File: src/rtl/operand_stage.sv
// Operand stage of the microcoded RV32I core: instruction register, integer
// register file, A/B operand latches and immediate decode feeding the ALU.
module operand_stage #(
   parameter int WIDTH = 32,
   parameter int NREGS = 32
) (
   input  logic             clk,
   input  logic             rstN,
   input  logic             irLoad,
   input  logic [31:0]      instrIn,
   input  logic [WIDTH-1:0] pcIn,
   input  logic             latchAB,
   input  logic             rfWe,
   input  logic [WIDTH-1:0] rfWdata,
   input  logic             aSel,
   input  logic [1:0]       bSel,
   output logic [WIDTH-1:0] aluA,
   output logic [WIDTH-1:0] aluB,
   output logic [WIDTH-1:0] storeData,
   output logic [WIDTH-1:0] immOut,
   output logic [31:0]      irOut
);

   localparam int IDXW = $clog2(NREGS);
   localparam logic [31:0] IR_NOP = 32'h0000_0013;

   logic [31:0]      ir;
   logic [WIDTH-1:0] rf [NREGS];
   logic [WIDTH-1:0] reg_a;
   logic [WIDTH-1:0] reg_b;

   logic [IDXW-1:0]  rd;
   logic [IDXW-1:0]  rs1;
   logic [IDXW-1:0]  rs2;
   logic [6:0]       opcode;
   logic [WIDTH-1:0] rd_a;
   logic [WIDTH-1:0] rd_b;
   logic [31:0]      imm32;

   assign rd     = ir[7 +: IDXW];
   assign rs1    = ir[15 +: IDXW];
   assign rs2    = ir[20 +: IDXW];
   assign opcode = ir[6:0];

   // Write-first read ports: a same-cycle write to the source register is
   // forwarded so the latch never captures a stale value. x0 is hardwired.
   always_comb begin
      rd_a = rf[rs1];
      rd_b = rf[rs2];
      if (rfWe && (rd == rs1)) rd_a = rfWdata;
      if (rfWe && (rd == rs2)) rd_b = rfWdata;
      if (rs1 == '0) rd_a = '0;
      if (rs2 == '0) rd_b = '0;
   end

   // All updates use the IR fields as they stand before this edge, so an
   // irLoad in the same cycle only affects the following cycle.
   always_ff @(posedge clk or negedge rstN) begin
      if (!rstN) begin
         ir    <= IR_NOP;
         reg_a <= '0;
         reg_b <= '0;
         for (int i = 0; i < NREGS; i++) rf[i] <= '0;
      end else begin
         if (irLoad) ir <= instrIn;
         if (latchAB) begin
            reg_a <= rd_a;
            reg_b <= rd_b;
         end
         if (rfWe && (rd != '0)) rf[rd] <= rfWdata;
      end
   end

   always_comb begin
      imm32 = 32'h0;
      case (opcode)
         7'b0010011, 7'b0000011, 7'b1100111, 7'b1110011:
            imm32 = {{20{ir[31]}}, ir[31:20]};
         7'b0100011:
            imm32 = {{20{ir[31]}}, ir[31:25], ir[11:7]};
         7'b1100011:
            imm32 = {{19{ir[31]}}, ir[31], ir[7], ir[30:25], ir[11:8], 1'b0};
         7'b0110111, 7'b0010111:
            imm32 = {ir[31:12], 12'h000};
         7'b1101111:
            imm32 = {{11{ir[31]}}, ir[31], ir[19:12], ir[20], ir[30:21], 1'b0};
         default:
            imm32 = 32'h0;
      endcase
   end

   assign immOut = WIDTH'($signed(imm32));

   always_comb begin
      aluA = aSel ? pcIn : reg_a;
      case (bSel)
         2'd0:    aluB = reg_b;
         2'd1:    aluB = immOut;
         2'd2:    aluB = WIDTH'(4);
         default: aluB = '0;
      endcase
   end

   assign storeData = reg_b;
   assign irOut     = ir;

endmodule

File: config.mk
export PLATFORM = sky130hd
export DESIGN_NAME = operand_stage
export DESIGN_NICKNAME = d
export VERILOG_FILES = /design/src/rtl/operand_stage.sv
export SDC_FILE = /design/constraint.sdc
export NUM_CORES = 2
export LEC_CHECK = 0
export ABC_CLOCK_PERIOD_IN_PS = 2200
export BUFFER_PORTS_ARGS = -buffer_cell sky130_fd_sc_hd__buf_2
export CORE_ASPECT_RATIO = 0.5
export CORE_MARGIN = 8
export CORE_UTILIZATION = 56
export CTS_CLUSTER_SIZE = 30
export DETAILED_ROUTE_END_ITERATION = 16
export GPL_TIMING_DRIVEN = 0
export PLACE_DENSITY = 0.76
export SLEW_MARGIN = 20
export SYNTH_ARGS = -nofsm -noshare
export SYNTH_HDL_FRONTEND = slang
export SYNTH_SLANG_ARGS = --single-unit
File: constraint.sdc
create_clock -name clk -period 2.2 [get_ports clk]
set_input_delay 0.33 -clock clk [delete_from_list [all_inputs] [get_ports clk]]
set_output_delay 0.33 -clock clk [all_outputs]
set_load 0.02 [all_outputs]
==> metrics.yaml <==
synth.lib_cells_used.distinct: 60
layout-drive-gt1-share: 0.612
cpMostUsedCell: "buf_4"
synth_edf_count: 0
via_per_inst: 7.40
slowest_stage: "dfrtp_1"
start_util: 0.565
critPathCaptureType: "output port"
nFillCells: 6544
postLayoutSetupSlackWorst_ns: -1.05
die-area_um2: 117000
tns_ns: -78.83
dieHeight_um: 246
cp-endpoint: "aluB[28]"
period_share: 1.48
critical_path_class: "reg2out"
netlist_instances: 4071
p_leak_uw: 0.0323
synth_area_um2: 59400
utilization: 0.713
synth_top_flop_cell: "dfrtp_1"
num_vias: 45969
drtIter0Drc: 6784
reg2reg_from: "irOut[23]"
syn_to_final_growth_pct: 26.2
rsz0062_at_grt: "true"
clock_path_buffers: 3
ys_warn_count: 0
critPathMaxStageDelay_ns: 0.42
final_cell_mix: "mux2_2 (1109), dfrtp_1 (1107), mux4_2 (445)"
cts_tree: "built"
fmax_mhz: 308
start_kind: "flip-flop"
ios: 264
ir_drop_mv: 0.816
clockRootBuffer: "clkbuf_16"
h-tree-depth: 3
fp.coreArea_um2: 105000
worstPathArrival_ns: 2.92
maxCapViolCount: 0
clock-sinks: 1120
wire_per_inst_um: 39.7
setup_viol_count_final: 187
drc_errors: 0
antenna_found_initial: 15
synth_seq_cells: 1120
p_per_area_nw_per_um2: 1030
clkLatencyLatePin_ns: 0.77
die_w_um: 476
fin_crit_ns: 3.25
violations: "negative setup slack"
numCtsBuffers: 101
path_cells: "buf_6, mux2i_2, a31oi_2, nor3b_2, buf_4, clkbuf_8, a21oi_4, a211oi_2, buf_4"
min_path_type: "in2reg"
grt_pass1_vias: 46064
drtPass1Iterations: 6
dp_hpwl_um: 163000
grt_max_degree: 143
avgSynthCellArea_um2: 14.6
rows: 84
routed_wl_um: 246000
cts.reportedPaths.clkPinSlew_ns: 0.07
rr_endpoint: "storeData[21]"
synth_nets: 4175
port_buffers: 259
grtUsageTotal: 0.399
layout_commonest_cell: "mux2_2"
outcome: "complete, but fails checks"
multiInputGateArea_um2: 32200
overflow: 0
ff_latch_area_um2: 28000
yosysSeqAreaShare: 0.472
worst_pin_slew_ns: 1.38
drv_slew: 0
clock_skew_ns: 0.0254
ff2ff_path_depth: 6
grt_pass1_wl_um: 338000
final_hold_viol_count: 0
place_congestion: 1.01
slew_headroom: 0.0768
cp_data_required_time_ns: 1.87
place_ws_ns: -1.75
async_flop_share: 1.00
finish.net_count: 4808
crit_start: "irOut[2]"
r2r_slack_ns: -0.58
postRouteAntennaNets: 0
worstPathMaxFanout: 7
[cell usage after synthesis (5+ instances only)]
| library cell | instances | area, um2 |
|---|---|---|
| buf_4 | 12 | 90.1 |
| a22oi_1 | 22 | 165 |
| o22ai_1 | 48 | 300 |
| clkbuf_1 | 286 | 1070 |
| a221oi_1 | 33 | 289 |
| a21oi_1 | 21 | 105 |
| xor2_1 | 5 | 43.8 |
| buf_6 | 16 | 180 |
| and2_1 | 9 | 56.3 |
| nor3b_1 | 5 | 37.5 |
| nand3_1 | 10 | 50.1 |
| o221a_2 | 7 | 78.8 |
| o221ai_1 | 33 | 289 |
| a2111oi_0 | 23 | 201 |
| nand2b_1 | 9 | 56.3 |
| nor2b_1 | 33 | 206 |
| nand2_1 | 73 | 274 |
| buf_2 | 80 | 400 |
| nor3_1 | 5 | 25.0 |
| mux2_2 | 1164 | 13100 |
| dfrtp_1 | 1117 | 28000 |
| buf_1 | 73 | 274 |
| a211oi_1 | 86 | 646 |
| a221o_1 | 57 | 571 |
| nand3b_1 | 7 | 52.6 |
| nor2_1 | 112 | 420 |
| mux2i_1 | 148 | 1480 |
| nor4_1 | 26 | 163 |
| inv_1 | 25 | 93.8 |
| mux4_2 | 445 | 10000 |
| o311ai_1 | 7 | 61.3 |
| o21ai_0 | 16 | 80.1 |
| xnor2_1 | 6 | 52.6 |
| o21a_1 | 5 | 37.5 |
| o2111ai_1 | 7 | 61.3 |
[worst max-delay path: cells and delay by family (launching register included)]
kind | cells | cell delay, ns
AOI/OAI and AO/OA | 3 | 0.46
buffers and inverters | 4 | 0.75
DFF | 1 | 0.42
muxes | 1 | 0.28
and+or+nand+nor | 1 | 0.23
[stage by stage]
step                hold WS (ns)  instance area [um2]  total power (uW)  std cells
floorplan                 0.0344                60300             46200       4071
global placement           0.451                63400             52500       5749
detailed placement         0.302                63700             53800       5759
CTS                      0.00872                73000             74800       6146
global route              0.0158                74900             79300       6210
finish                    0.0396                74900             77400       6214
[metal layers]
metal | track usage | part of all wire | up-vias | wire length, um
met3 | 0.181 | 0.16 | 1046 | 40400
met1 | 0.514 | 0.35 | 23930 | 85900
met2 | 0.557 | 0.41 | 3949 | 102000
li1 | - | - | 17024 | -
met4 | 0.234 | 0.072 | 20 | 17800
met5 | 0.00980 | 0.0016 | - | 395
[power by group]
| group | switching [uW] | internal [uW] |
|---|---|---|
| Combinational | 11500 | 14300 |
| Sequential | 5570 | 26900 |
| Clock | 8690 | 10400 |
[how the worst min path moves through the flow]
| stage | start | endpoint | slack (ns) | cells past startpoint |
|---|---|---|---|---|
| final | rfWdata[29] | storeData[29] | 0.04 | 2 |
| after global routing | rfWdata[26] | reg_a[26] | 0.02 | 2 |
| after CTS | rfWdata[29] | storeData[29] | 0.009 | 2 |
| after detailed placement | rstN | rf[10] | 0.30 | 1 |
| after global placement | rf[1003] | rf[1003] | 0.45 | 1 |
| after floorplan | rstN | irOut[10] | 0.03 | 0 |
[sequential cells by signal, summed over array words and instances (netlist names)]
register / count
reg_a: 32
rf: 1024
storeData: 32
irOut: 32
[final cells by class]
type	instances	area share
Clock inverter	38	0.00621
Inverter	27	0.00137
Timing Repair Buffer	547	0.0709
Buffer	450	0.0536
Antenna cell	8	0.000267
Tap cell	1419	0.0237
Clock buffer	148	0.0397
Multi-Input combinational cell	2457	0.430
Sequential cell	1120	0.374
[cell families after synthesis]
logic type,after synthesis,share of synthesized area
AO/OA/AOI/OAI,387,0.0518
flip-flops,1120,0.472
AND/OR/NAND/NOR,302,0.0242
XOR/XNOR,11,0.00162
multiplexers,1757,0.415
buffers and inverters,494,0.0357
[repair_timing]
action                                   CTS  global route
buffers inserted                         138            62
hold buffers                              59             0
pin swaps                                 94           128
endpoints found under the setup margin  1141           873
resized for setup                       1036           288
gates cloned                              14            14
endpoints found under the hold margin    188             0
(Power assumes the default switching activity.)
